$ cat src/rtl/serial_adder.sv
// Bit-serial WIDTH-bit adder: one full-adder step (two half-adders plus OR) per clock.
// Operands are captured on start and consumed LSB-first. The sum fills MSB-in, and done pulses at the end.
module serial_adder #(
  parameter int WIDTH = 8
) (
  input  logic             clk,
  input  logic             rst,
  input  logic             start,
  input  logic [WIDTH-1:0] a,
  input  logic [WIDTH-1:0] b,
  output logic             busy,
  output logic             done,
  output logic [WIDTH-1:0] sum,
  output logic             carry_out
);
  // state | meaning
  // IDLE  | waiting for start; result registers hold the last sum
  // RUN   | processing one operand bit per cycle
  // DONE  | result final; done pulses for this single cycle
  localparam int CW = (WIDTH > 1) ? $clog2(WIDTH) : 1;
  localparam logic [CW-1:0] LAST = CW'(WIDTH - 1);

  typedef enum logic [1:0] {
    IDLE = 2'd0,
    RUN  = 2'd1,
    DONE = 2'd2
  } state_t;

  state_t state, state_nxt;

  logic [WIDTH-1:0] sa, sb;
  logic             c;
  logic [CW-1:0]    cnt;
  logic             ha1_s, ha1_c, ha2_s, ha2_c, cy;

  assign ha1_s = sa[0] ^ sb[0];
  assign ha1_c = sa[0] & sb[0];
  assign ha2_s = ha1_s ^ c;
  assign ha2_c = ha1_s & c;
  assign cy    = ha1_c | ha2_c;

  always_ff @(posedge clk) begin
    if (rst) state <= IDLE;
    else     state <= state_nxt;
  end

  always_comb begin
    state_nxt = state;
    case (state)
      IDLE:    if (start) state_nxt = RUN;
      RUN:     if (cnt == LAST) state_nxt = DONE;
      DONE:    state_nxt = IDLE;
      default: state_nxt = IDLE;
    endcase
  end

  always_comb begin
    busy = (state == RUN);
    done = (state == DONE);
  end

  always_ff @(posedge clk) begin
    if (rst) begin
      sa        <= '0;
      sb        <= '0;
      c         <= 1'b0;
      cnt       <= '0;
      sum       <= '0;
      carry_out <= 1'b0;
    end else begin
      case (state)
        IDLE: begin
          if (start) begin
            sa        <= a;
            sb        <= b;
            c         <= 1'b0;
            cnt       <= '0;
            sum       <= '0;
            carry_out <= 1'b0;
          end
        end
        RUN: begin
          sum <= {ha2_s, sum[WIDTH-1:1]};
          c   <= cy;
          sa  <= sa >> 1;
          sb  <= sb >> 1;
          if (cnt == LAST) carry_out <= cy;
          else             cnt       <= cnt + CW'(1);
        end
        default: ;
      endcase
    end
  end
endmodule

$ cat config.mk
export PLATFORM = sky130hd
export DESIGN_NAME = serial_adder
export DESIGN_NICKNAME = d
export VERILOG_FILES = /design/src/rtl/serial_adder.sv
export SDC_FILE = /design/constraint.sdc
export NUM_CORES = 1
export LEC_CHECK = 0
export CORE_MARGIN = 2
export CORE_UTILIZATION = 53
export DETAILED_ROUTE_END_ITERATION = 8
export GPL_TIMING_DRIVEN = 0
export PLACE_DENSITY = 0.81
export RECOVER_POWER = 100
export SLEW_MARGIN = 40
export SYNTH_ARGS = -nofsm -noshare
export SYNTH_HDL_FRONTEND = slang
export SYNTH_SLANG_ARGS = --single-unit
$ cat constraint.sdc
create_clock -name clk -period 2 [get_ports clk]
set_input_delay 0.4 -clock clk [delete_from_list [all_inputs] [get_ports clk]]
set_output_delay 0.4 -clock clk [all_outputs]
set_load 0.05 [all_outputs]
## Word level (Yosys, flattened, before mapping)

Cells that the tools add are included.

| word-level totals | value |
|---|---|
| register bits | 31 |
| input port bits | 19 |
| output and inout port bits | 11 |
| word-level logic and storage cells | 41 |

| operators by class | value |
|---|---|
| $add $sub $neg | 1 |
| equal/unequal tests | 6 |
| muxes and demuxes | 16 |
| bitwise operators | 5 |
| reductions and logical operators | 6 |

Operators by type and width:

| operator | count |
|---|---|
| $pmux W8 S2 | 3 |
| $mux W8 | 3 |
| $mux W3 | 2 |
| $pmux W3 S2 | 1 |
| $reduce_and A3 Y1 | 2 |
| $mux W2 | 2 |
| $ne A2 B2 Y1 const B | 2 |
| $pmux W1 S2 | 2 |
| $pmux W2 S2 | 1 |
| $reduce_and A2 Y1 | 2 |
| $add A3 B1 Y3 const B | 1 |
| $eq A3 B3 Y1 const B | 1 |
| $and A1 B1 Y1 | 2 |
| $eq A2 B1 Y1 const B | 1 |
| $eq A2 B2 Y1 const B | 1 |
| $logic_not A2 Y1 | 1 |
| $mux W1 | 2 |
| $ne A2 B1 Y1 const B | 1 |
| $reduce_bool A2 Y1 | 1 |
| $xor A1 B1 Y1 | 2 |
| $or A1 B1 Y1 | 1 |

## Longest topological paths before layout

| depth | value |
|---|---|
| depth in word-level cells | 5 |
| depth in mapped cells | 5 |
| gate-level depth less buffers | 5 |

## Worst setup path after synthesis

Ideal clock, no wire load.

| timing | value |
|---|---|
| kind | reg2out |
| start | register state[0] |
| end | output port done |
| arrival time | 1332 ps |
| data required time | 1600 ps |
| setup slack | 268 ps |
| stages on the path, launching flop included | 4 |
| path buffers | 2 |
| cell sequence | dfxtp_1 -> buf_4 -> buf_2 -> nor2b_1 |

| between the ends | value |
|---|---|
| longest elaborated chain between the ends | 1 |

RTL lines:

| element | line | text |
|---|---|---|
| from (decl) | 29 | `state_t state, state_nxt;` |
| from (signal assigned) | 44 | `else state <= state_nxt;` |
| $eq A2 B2 Y1 | 59 | `done = (state == DONE);` |
| to (decl) | 12 | `output logic done,` |

No other way between the ends.

## Final worst setup path

| timing | value |
|---|---|
| start | register sum[7] |
| end | output port sum[7] |

RTL lines:

| element | line | text |
|---|---|---|
| from (decl) | 13 | `output logic [WIDTH-1:0] sum,` |
| from (signal assigned) | 83 | `sum <= {ha2_s, sum[WIDTH-1:1]};` |

No word-level cell between the ends.

==> flow_summary.json <==
{
  "drive_gt1_share_pct": 9.66,
  "synth_top_area_share_pct": 44.7,
  "cts_buffers": 5,
  "worstSetupPathType": "register to output port",
  "endpoint_kind": "output port",
  "drv_cap": 0,
  "clock_latency_ns": 0.34,
  "fmax_ghz": 0.515,
  "pwr_density_cell_nw_per_um2": 786,
  "synth-seq-cells": 31,
  "grt_pass1_vias": 1049,
  "grt_max_degree": 11,
  "relSlewSlack_pct": 66.0,
  "skew_ns": 0.00444,
  "die_x_um": 55.2,
  "cts_num_sinks": 31,
  "diodes": 0,
  "avgSynthCellArea_um2": 9.98,
  "ir_drop_mv": 0.699,
  "cp_top_family": "buffers and inverters",
  "final_nets": 198,
  "cts_tree": "built",
  "synthArstFlopShare_pct": 0,
  "start_util_pct": 56.0,
  "wl_per_cell_um": 14.2,
  "ios": 30,
  "grt_pass1_wl_um": 4690,
  "crit_arrival_ns": 1.54,
  "cp-start-kind": "register",
  "path_clk_slew_ns": 0.10,
  "finalHoldViolCount": 0,
  "core_um2": 2480,
  "first_pass_iters": 4,
  "yosysUniqueCellTypes": 28,
  "drc": 0,
  "rows": 18,
  "cp_max_fo": 3,
  "critPathMaxStageDelay_ns": 0.83,
  "portBuffers": 29,
  "synth_cells": 139,
  "crit_path_top_delay_cell": "clkdlybuf4s50_1",
  "vias": 1164,
  "p_leak_nw": 0.680,
  "grt_setup_unrepaired": "false",
  "synth_edf_count": 0,
  "ys.flop_type": "dfxtp_1",
  "worst_ep_required_time_ns": 1.60,
  "worst-path-buf-inv": 1,
  "track_usage_pct": 22.1,
  "fin_crit_sh_pct": 97.1,
  "die_h_um": 55.2,
  "vias_per_cell": 5.65,
  "mappedNetlistNets": 162,
  "syn_area_um2": 1390,
  "ant_nets": 0,
  "dr.first_iter.drc_count": 26,
  "yosys_warnings": 0,
  "worst_pin_slew_ns": 0.509,
  "finalSetupViolCount": 0,
  "crit_chain": "clkdlybuf4s50_1",
  "yosysSeqAreaShare_pct": 44.7,
  "overflow": 0,
  "synth_largest_area_cell": "dfxtp_1",
  "cts_max_level": 2,
  "gp_congestion": 0.706,
  "syn2layout_area_growth_pct": 26.2,
  "clockRootBuffer": "clkbuf_4",
  "p_total_mw": 1.38,
  "ys_top_cells_by_area": "dfxtp_1 45%, mux2i_1 11%, nor2_1 6.8%",
  "hp-class": "register to register",
  "hpwl_um": 2010,
  "die-area_um2": 3040,
  "antenna_found_initial": 0,
  "utilization_pct": 70.7,
  "status": "completed",
  "min_period_ns": 1.94,
  "slew_viol_final": 0,
  "cts_buffer_depth": 2,
  "wirelength_um": 2920
}
[logic make-up (layout without fill, tap and decap cells)]
group,Yosys count,count (layout),share of synthesized area [%]
AND/OR/NAND/NOR,42,42,14.3
AO/OA/AOI/OAI,34,34,19.7
flip-flops,31,31,44.7
multiplexers,15,15,10.8
buffers and inverters,13,50,6.22
adder cells (fa/ha/maj),4,4,4.15
[report_power, final]
part	internal [mW]	total [mW]	leakage [nW]	switching [mW]
sequential	0.650	0.669	0.254	0.0190
clock	0.295	0.517	0.0482	0.222
combinational	0.0940	0.190	0.377	0.0962
[cell usage in the layout (no fill, tap or decap)]
| cell | synthesis | routed |
|---|---|---|
| mux2i_1 | 15 | 15 |
| and2b_1 | 1 | 1 |
| buf_2 | 3 | 1 |
| nor3b_1 | 1 | 1 |
| nand3b_1 | 1 | 1 |
| clkbuf_8 | 0 | 1 |
| clkdlybuf4s50_1 | 0 | 26 |
| ha_1 | 3 | 3 |
| o21bai_1 | 0 | 1 |
| o21ai_0 | 2 | 2 |
| clkbuf_1 | 2 | 5 |
| nor2b_1 | 1 | 1 |
| clkbuf_2 | 0 | 2 |
| dfxtp_1 | 31 | 31 |
| dlygate4sd3_1 | 0 | 1 |
| bufinv_16 | 0 | 1 |
| a21oi_1 | 3 | 3 |
| nand4bb_1 | 2 | 2 |
| clkinv_2 | 0 | 1 |
| a22oi_1 | 9 | 9 |
| o21ba_1 | 1 | 1 |
| a31oi_1 | 4 | 4 |
| buf_4 | 3 | 3 |
| a211oi_1 | 8 | 14 |
| nor4b_1 | 1 | 1 |
| nor2_1 | 25 | 25 |
| inv_1 | 1 | 1 |
| buf_6 | 3 | 2 |
| nand2_1 | 4 | 4 |
| nand3_1 | 5 | 5 |
| nor3_1 | 1 | 1 |
| fa_1 | 1 | 1 |
| clkbuf_4 | 0 | 6 |
[worst min-delay path: stages, from the launching register on]
cell and delay [ns]:
dfxtp_1 0.32, o21ai_0 0.06, a21oi_1 0.06
[registers in the layout, indices dropped and copies added (netlist names)]
signal,flops
cnt,3
sb,8
state,2
c,1
sum,8
carry_out,1
sa,8
[synth_stat cells, drive strengths merged, types with 3 or more instances]
cell type / instances
ha: 3
buf: 10
mux2i: 15
a31oi: 4
a211oi: 14
nand2: 4
a22oi: 9
nand3: 5
a21oi: 3
dfxtp: 31
nor2: 25
[cell type report]
class                      instances  area (um2)
buffer                            12        73.8
clock buffer                       6        51.3
clock inverter                     2        35.0
fill                             228         726
inverter                           1        3.75
multi-input combinational         95         647
sequential                        31         621
tap                               30        37.5
timing repair buffer              29         283
[routing by layer]
metal	vias to the layer above	GRT usage (%)	part of all wire [%]
li1	572	-	-
met1	561	27.1	46
met2	25	36.1	47
met3	6	6.45	5.3
met4	0	9.35	1.4
met5	-	0	0
[repair_timing]
item                       4_1_cts  5_1_grt
buffers inserted                 0        0
setup endpoints to repair        2        2
hold buffers                     0        0
gates resized for setup          8        5
[through the flow]
stage	hold slack, ns	setup slack (ns)	instance area, um2	cells	TNS [ns]
2_1_floorplan	0.454	0.268	1390	139	0
3_3_place_gp	0.464	-0.0758	1720	198	-0.0758
3_5_place_dp	0.468	-0.0865	1720	198	-0.0899
4_1_cts	0.480	0.0451	1800	206	0
5_1_grt	0.514	0.0163	1750	206	0
6_report	0.478	0.0589	1750	206	0
[path summary, 6_finish.rpt]
kind / from / endpoint / slack, ns / cells past startpoint
setup reg to reg: state[1] / sb[6] / 0.53 / 5
hold reg to reg: sa[7] / sa[7] / 0.48 / 2
setup / recovery: sum[7] / sum[7] / 0.06 / 1
hold / removal: sa[7] / sa[7] / 0.48 / 2
(Power assumes the default switching activity.)
